$ cat src/rtl/cache_refill.sv
`default_nettype none
// ============================================================================
// Module   : cache_refill
// Purpose  : Cache line refill engine. It invalidates the line, fetches 16
//            words with one read outstanding, writes the data and tag arrays,
//            and forwards the missing word to the requester.
// Config   : CRIT_WORD_FIRST_EN - the fetch starts at the missing word and
//            wraps around the line.
// Revision : 1.0 - initial release
// ============================================================================
module cache_refill #(
  parameter int TAG_W    = 20,
  parameter int INDEX_W  = 8,
  parameter int OFFSET_W = 4,
  parameter int WORD_W   = 32
) (
  input  logic                clk,
  input  logic                rst,
  input  logic                i_miss_req,
  input  logic [31:0]         i_miss_addr,
  output logic                o_busy,
  output logic                o_miss_ack,
  output logic                o_mem_rd_valid,
  input  logic                i_mem_rd_ready,
  output logic [31:0]         o_mem_addr,
  input  logic                i_mem_resp_valid,
  input  logic [WORD_W-1:0]   i_mem_resp_data,
  output logic                o_cw_en,
  output logic [INDEX_W-1:0]  o_cw_index,
  output logic [OFFSET_W-1:0] o_cw_offset,
  output logic [WORD_W-1:0]   o_cw_data,
  output logic                o_tw_en,
  output logic [INDEX_W-1:0]  o_tw_index,
  output logic [TAG_W-1:0]    o_tw_tag,
  output logic                o_tw_valid,
  output logic                o_fwd_valid,
  output logic [WORD_W-1:0]   o_fwd_data
);

  typedef enum logic [2:0] {
    S_IDLE  = 3'd0,
    S_INVAL = 3'd1,
    S_REQ   = 3'd2,
    S_WAIT  = 3'd3,
    S_TAG   = 3'd4,
    S_DONE  = 3'd5
  } state_t;

  state_t              r_state, w_next;
  logic [TAG_W-1:0]    r_tag, w_tag;
  logic [INDEX_W-1:0]  r_index, w_index;
  logic [OFFSET_W-1:0] r_miss_off, w_miss_off;
  logic [OFFSET_W-1:0] r_ctr, w_ctr, r_cnt, w_cnt, w_start;
  logic                w_cap;

  logic                r_busy, r_miss_ack, r_mem_rd_valid, r_cw_en, r_tw_en;
  logic                r_tw_valid, r_fwd_valid;
  logic [31:0]         r_mem_addr;
  logic [INDEX_W-1:0]  r_cw_index, r_tw_index;
  logic [OFFSET_W-1:0] r_cw_offset;
  logic [WORD_W-1:0]   r_cw_data, r_fwd_data;
  logic [TAG_W-1:0]    r_tw_tag;

`ifdef CRIT_WORD_FIRST_EN
  assign w_start = i_miss_addr[OFFSET_W-1:0];
`else
  assign w_start = '0;
`endif

  always_comb begin
    w_next     = r_state;
    w_tag      = r_tag;
    w_index    = r_index;
    w_miss_off = r_miss_off;
    w_ctr      = r_ctr;
    w_cnt      = r_cnt;
    w_cap      = 1'b0;
    case (r_state)
      S_IDLE: if (i_miss_req) begin
        w_next     = S_INVAL;
        w_tag      = i_miss_addr[INDEX_W+OFFSET_W +: TAG_W];
        w_index    = i_miss_addr[OFFSET_W +: INDEX_W];
        w_miss_off = i_miss_addr[OFFSET_W-1:0];
        w_ctr      = w_start;
        w_cnt      = '0;
      end
      S_INVAL: w_next = S_REQ;
      S_REQ:   if (i_mem_rd_ready) w_next = S_WAIT;
      S_WAIT: if (i_mem_resp_valid) begin
        // r_cnt counts words already written; all-ones means this is the last
        w_cap  = 1'b1;
        w_ctr  = r_ctr + 1'b1;
        w_cnt  = r_cnt + 1'b1;
        w_next = (r_cnt == '1) ? S_TAG : S_REQ;
      end
      S_TAG:   w_next = S_DONE;
      S_DONE:  w_next = S_IDLE;
      default: w_next = S_IDLE;
    endcase
  end

  always_ff @(posedge clk) begin
    if (rst) begin
      r_state        <= S_IDLE;
      r_tag          <= '0;
      r_index        <= '0;
      r_miss_off     <= '0;
      r_ctr          <= '0;
      r_cnt          <= '0;
      r_busy         <= 1'b0;
      r_miss_ack     <= 1'b0;
      r_mem_rd_valid <= 1'b0;
      r_mem_addr     <= '0;
      r_cw_en        <= 1'b0;
      r_cw_index     <= '0;
      r_cw_offset    <= '0;
      r_cw_data      <= '0;
      r_tw_en        <= 1'b0;
      r_tw_index     <= '0;
      r_tw_tag       <= '0;
      r_tw_valid     <= 1'b0;
      r_fwd_valid    <= 1'b0;
      r_fwd_data     <= '0;
    end else begin
      r_state        <= w_next;
      r_tag          <= w_tag;
      r_index        <= w_index;
      r_miss_off     <= w_miss_off;
      r_ctr          <= w_ctr;
      r_cnt          <= w_cnt;
      // Outputs are decoded from the next state so they line up with it
      r_busy         <= (w_next != S_IDLE);
      r_miss_ack     <= (w_next == S_DONE);
      r_mem_rd_valid <= (w_next == S_REQ);
      r_mem_addr     <= (w_next == S_REQ) ? 32'({r_tag, r_index, w_ctr}) : '0;
      r_cw_en        <= w_cap;
      r_cw_index     <= w_cap ? r_index : '0;
      r_cw_offset    <= w_cap ? r_ctr : '0;
      r_cw_data      <= w_cap ? i_mem_resp_data : '0;
      r_tw_en        <= (w_next == S_INVAL) || (w_next == S_TAG);
      r_tw_index     <= ((w_next == S_INVAL) || (w_next == S_TAG)) ? w_index : '0;
      r_tw_tag       <= (w_next == S_TAG) ? r_tag : '0;
      r_tw_valid     <= (w_next == S_TAG);
      r_fwd_valid    <= w_cap && (r_ctr == r_miss_off);
      r_fwd_data     <= (w_cap && (r_ctr == r_miss_off)) ? i_mem_resp_data : '0;
    end
  end

  assign o_busy         = r_busy;
  assign o_miss_ack     = r_miss_ack;
  assign o_mem_rd_valid = r_mem_rd_valid;
  assign o_mem_addr     = r_mem_addr;
  assign o_cw_en        = r_cw_en;
  assign o_cw_index     = r_cw_index;
  assign o_cw_offset    = r_cw_offset;
  assign o_cw_data      = r_cw_data;
  assign o_tw_en        = r_tw_en;
  assign o_tw_index     = r_tw_index;
  assign o_tw_tag       = r_tw_tag;
  assign o_tw_valid     = r_tw_valid;
  assign o_fwd_valid    = r_fwd_valid;
  assign o_fwd_data     = r_fwd_data;

endmodule
`default_nettype wire

$ cat config.mk
export PLATFORM = sky130hd
export DESIGN_NAME = cache_refill
export DESIGN_NICKNAME = d
export VERILOG_FILES = /design/src/rtl/cache_refill.sv
export SDC_FILE = /design/constraint.sdc
export NUM_CORES = 1
export LEC_CHECK = 0
export ABC_AREA = 0
export CAP_MARGIN = 20
export CORE_MARGIN = 1.5
export CORE_UTILIZATION = 30
export DETAILED_ROUTE_END_ITERATION = 7
export GPL_TIMING_DRIVEN = 0
export PLACE_DENSITY = 0.6
export SLEW_MARGIN = 25
export SYNTH_ARGS = -nofsm -noshare
export SYNTH_HDL_FRONTEND = slang
export SYNTH_SLANG_ARGS = --single-unit
export TNS_END_PERCENT = 30
$ cat constraint.sdc
create_clock -name clk -period 2.7 [get_ports clk]
set_clock_uncertainty 0.05 [all_clocks]
set_input_delay 0.675 -clock clk [delete_from_list [all_inputs] [get_ports clk]]
set_output_delay 0.675 -clock clk [all_outputs]
set_load 0.005 [all_outputs]
After elaboration in Yosys (flattened, before gate mapping)
Cells that the tools add are included.
{"block": "word_totals", "ff_bits": 186, "in_bits": 69, "output_inout_bits": 143, "word_cells": 66}
{"block": "classes", "add_sub_neg": 2, "n_eq_ne": 12, "n_mux": 15, "bitwise_logic": 5, "reduce_logical": 12}
{"op": "two-way mux 4 bit", "n": 4}
{"op": "two-way mux 8 bit", "n": 2}
{"op": "one-hot mux 4 bit (2 select lines)", "n": 2}
{"op": "one-hot mux 3 bit (5 select lines)", "n": 1}
{"op": "two-way mux 3 bit", "n": 4}
{"op": "OR reduction 2 bit", "n": 5}
{"op": "== test 3 x 2 -> 1 bit (second input constant)", "n": 3}
{"op": "== test 3 bit (second input constant)", "n": 3}
{"op": "adder 4 x 1 -> 4 bit (second input constant)", "n": 2}
{"op": "== test 3 x 1 -> 1 bit (second input constant)", "n": 2}
{"op": "NOT 1 bit", "n": 5}
{"op": "== test 4 bit", "n": 1}
{"op": "== test 4 bit (second input constant)", "n": 1}
{"op": "inequality test 2 bit (second input constant)", "n": 2}
{"op": "zero test 3 bit", "n": 1}
{"op": "AND reduction 3 bit", "n": 1}
{"op": "nonzero test 3 bit", "n": 1}
{"op": "two-way mux 1 bit", "n": 2}
{"op": "AND reduction 2 bit", "n": 1}
{"op": "nonzero test 2 bit", "n": 1}
{"op": "logical AND 1 bit", "n": 1}
{"op": "logical OR 1 bit", "n": 1}

Logic depth before layout (Yosys ltp)
{"block": "logic_depth", "word_depth": 8, "mapped_depth": 7, "depth_no_buf": 5}

Worst setup path before layout
Ideal clock, no wire load.
{"block": "synth_timing", "path_type": "input port to flip-flop", "start": "input i_mem_resp_valid", "end": "register r_mem_addr[14] (netlist: o_mem_addr[14])", "setup_time_ns": 0.059, "t_arrival_ns": 1.764, "required_ns": 2.591, "slack_ns": 0.827, "stages": 5, "path_buffers": 1, "cell_sequence": "and4_1 -> a2111o_1 -> nor3_4 -> buf_6 -> and2_1"}
{"block": "synth_between", "elab_chain_cells": 5}
{"item": "start: declaration", "line_no": "26", "rtl": "input logic i_mem_resp_valid,"}
{"item": "two-way mux 3 bit", "line_no": "89", "rtl": "S_WAIT: if (i_mem_resp_valid) begin"}
{"item": "one-hot mux 3 bit (5 select lines)", "line_no": "78", "rtl": "case (r_state)"}
{"item": "== test 3 x 2 -> 1 bit", "line_no": "135", "rtl": "r_mem_addr <= (w_next == S_REQ) ? 32'({r_tag, r_index, w_ctr}) : '0;"}
{"item": "NOT 1 bit (no line)"}
{"item": "OR reduction 2 bit (no line)"}
{"item": "end signal: assignment", "line_no": "135"}
{"item": "end: declaration", "line_no": "58", "rtl": "logic [31:0] r_mem_addr;"}
Every way passes these cells.
A chain may end at the register's enable or synchronous reset.

Worst setup path in the final report
{"block": "layout_timing", "start": "input rst", "end": "register r_tag[3]"}
{"item": "start: declaration", "line_no": "18", "rtl": "input logic rst,"}
{"item": "end signal: assignment", "line_no": "126", "rtl": "r_tag <= w_tag;"}
{"item": "end: declaration", "line_no": "50", "rtl": "logic [TAG_W-1:0] r_tag, w_tag;"}
No word-level cell between the ends.

==> metrics.cfg <==
[sta]
timing.slew.headroom_pct=45.3
finalHoldViolations=0
setup_viol_count_final=0
finalSetupTns_ns=0
tightestPinTransition_ns=0.814
report.final.slew_viol_count=0
unrepaired_setup_endpoints_after_global_routing=no
achievable-frequency_mhz=397
final_cycle_utilization_of_the_critical_path_pct=93.2
period_minus_slack_ns=2.52

[finish]
antenna_cells=0
final_net_count=806
layout-drive-gt1-share_pct=6.83
area_growth_pct=54.1
finalCoreUtilization_pct=47.3

[place]
finalWeightedCongestion=0.786
buffer_ports.inserted=211
place.detailed.hpwl_mm=11.0

[clock_network]
postCtsSetupRepairBufs=0
tritoncts.num_buffers=17
clock_tree.root_cell=sky130_fd_sc_hd__clkbuf_16
cts_tree=built
worstSkewPairLatency_ns=0.42
clockBufferDepth=2
cts-htree-levels=4
cts_num_sinks=186
clk_pin_slew_worst_paths_ns=0.07

[status]
outcome=complete, no violations

[worst_setup_path]
critPathArrivalTime_ns=2.76
r2r_slack_ns=0.53
rr_endpoint=o_fwd_data[19]
ff2ff_path_depth=5
critical_path_class=primary input to register
critical_path.reg2reg.startpoint=r_state[2]
endpoint_kind=register
critPathMaxFanout=10
critPathRequiredTime_ns=2.94
timing.critical_path.from=rst
worstSetupEndpoint=r_tag[3]
critical_path.startpoint_type=primary input

[detailed_routing]
drtPass1Iterations=4
drt-initial-drc-count=127
drcViolationCount=0
wirelength_mm=14.3
route.antenna.remaining_nets=0
vias_per_cell=4.15
routed-via-count=4052
drt-wirelength-per-cell_um=14.7

[global_route]
first_global_vias=4102
grt_pass1_wl_mm=22.2
initial_antenna_violation_count=0
grt.total_usage_pct=15.1
grt_start_max_net_pins=17
overflow=0

[die]
floorplan.rows=49
floorplan.io_pins=212
placeableCoreArea_um2=18000
die_h_um=139
chipWidth_um=139
floorplan.die_area_um2=19300
initial_utilization_pct=30.7

[synthesis]
avgSynthCellArea_um2=11.0
ys_ff_latch=186
synth.distinct_cells=31
post_synth_top_area_share_pct=67.3
synthFlopType=sky130_fd_sc_hd__dfxtp_1
syn_nets=576
netlist.top_cell.by_area=sky130_fd_sc_hd__dfxtp_1
yosys_warnings=0
synth-edff-count=0
postSynth.asyncResetShare_pct=0
synth_area_um2=5540
number_of_standard_cells_after_synthesis=505
yosys-top-cells-area=sky130_fd_sc_hd__dfxtp_1 67%, sky130_fd_sc_hd__and2_1 15%, sky130_fd_sc_hd__nand2_1 4.7%
synth.yosys.seq_area_share_pct=67.3

[min_path]
hp-class=register to register
count_of_cells_along_the_worst_hold_path=2
worst_hold_startpoint=r_tag[14]

[pwr]
pwr_density_cell_nw_per_um2=661
irDropWorstVdd_mv=0.407
cellLeakagePower_nw=3.33
totalPowerFinal_mw=5.64

[flow_run]
max_cap_violations=0

[cells by family after synthesis]
| kind of cell | Yosys count | share of synthesized area, % |
|---|---|---|
| adder cells (fa/ha/maj) | 2 | 0.452 |
| XOR/XNOR | 6 | 0.949 |
| flip-flops | 186 | 67.3 |
| AO/OA/AOI/OAI | 42 | 4.18 |
| buffers and inverters | 28 | 2.69 |
| multiplexers | 2 | 0.362 |
| AND/OR/NAND/NOR | 239 | 24.1 |
[cell usage after synthesis (3+ instances only)]
master / count
sky130_fd_sc_hd__buf_6: 4
sky130_fd_sc_hd__nand2_1: 69
sky130_fd_sc_hd__clkbuf_1: 11
sky130_fd_sc_hd__nor2_1: 13
sky130_fd_sc_hd__nand2b_1: 3
sky130_fd_sc_hd__and2_1: 134
sky130_fd_sc_hd__dfxtp_1: 186
sky130_fd_sc_hd__xnor2_1: 4
sky130_fd_sc_hd__a22oi_1: 4
sky130_fd_sc_hd__nand4_1: 3
sky130_fd_sc_hd__a21oi_1: 35
sky130_fd_sc_hd__nor2b_1: 5
sky130_fd_sc_hd__buf_2: 10
sky130_fd_sc_hd__nor3_1: 3
[state kept, by name, summed over array words and instances (netlist names), 3 cells and up]
name and flops:
o_cw_data 32, o_cw_index 8, o_cw_offset 4, o_fwd_data 32, o_mem_addr 32, o_tw_index 8
o_tw_tag 20, r_cnt 4, r_ctr 4, r_index 8, r_miss_off 4, r_state 3
r_tag 20
[worst max-delay path, cell delays in order]
cell and delay (ns):
sky130_fd_sc_hd__clkdlybuf4s50_1 0.61, sky130_fd_sc_hd__clkbuf_1 0.44, sky130_fd_sc_hd__clkbuf_1 0.48, sky130_fd_sc_hd__clkbuf_1 0.46, sky130_fd_sc_hd__a21oi_1 0.09
[metal layers]
layer / vias up / share of wire, % / GRT usage (%)
met2: 139 / 51 / 26.2
met5: - / 0 / 0
met3: 21 / 4.4 / 3.73
met1: 1843 / 42 / 17.1
li1: 2049 / - / -
met4: 0 / 2.4 / 7.68
[metrics by stage]
stage / cells / setup WS (ns) / hold slack, ns / cell area [um2]
6_report: 976 / 0.183 / 0.412 / 8530
3_5_place_dp: 945 / -0.380 / 0.406 / 7940
5_1_grt: 976 / 0.0314 / 0.440 / 8530
4_1_cts: 976 / 0.0784 / 0.415 / 8530
2_1_floorplan: 505 / 0.827 / 0.390 / 5540
3_3_place_gp: 945 / -0.360 / 0.398 / 7940
[area by class of cell]
| type | count | area [um2] |
|---|---|---|
| Multi-Input combinational cell | 291 | 1660 |
| Fill cell | 1650 | 9490 |
| Clock inverter | 9 | 111 |
| Buffer | 26 | 143 |
| Clock buffer | 22 | 484 |
| Tap cell | 229 | 287 |
| Timing Repair Buffer | 211 | 2110 |
| Inverter | 2 | 7.51 |
| Sequential cell | 186 | 3720 |
[how the worst min path moves through the flow]
stage / end / slack, ns
floorplan: r_tag[0] / 0.39
global placement: r_tag[19] / 0.40
detailed placement: r_tag[14] / 0.41
CTS: r_tag[14] / 0.42
global route: r_tag[10] / 0.44
finish: r_tag[14] / 0.41
[what timing repair did]
action | in CTS | in global routing
gates resized for setup | 0 | 2
setup endpoints to repair | 0 | 9
hold buffers | 0 | 0
[placed cells by master (no fill, tap or decap), types with 3 or more instances in the layout]
master,netlist,final
sky130_fd_sc_hd__clkdlybuf4s50_1,0,211
sky130_fd_sc_hd__dfxtp_1,186,186
sky130_fd_sc_hd__and2_1,134,134
sky130_fd_sc_hd__nand2_1,69,69
sky130_fd_sc_hd__a21oi_1,35,35
sky130_fd_sc_hd__clkbuf_16,0,17
sky130_fd_sc_hd__nor2_1,13,13
sky130_fd_sc_hd__clkbuf_1,11,11
sky130_fd_sc_hd__buf_2,10,10
sky130_fd_sc_hd__nor2b_1,5,5
sky130_fd_sc_hd__buf_6,4,4
sky130_fd_sc_hd__a22oi_1,4,4
sky130_fd_sc_hd__xnor2_1,4,4
sky130_fd_sc_hd__clkbuf_8,0,4
sky130_fd_sc_hd__nand2b_1,3,3
sky130_fd_sc_hd__nand4_1,3,3
sky130_fd_sc_hd__nor3_1,3,3
[where the power goes]
group          internal, mW  switching, mW
sequential             2.80         0.0340
combinational         0.186          0.148
clock                  1.46           1.01
total                  4.45           1.19
No activity file was read; power rests on OpenSTA's default activity.
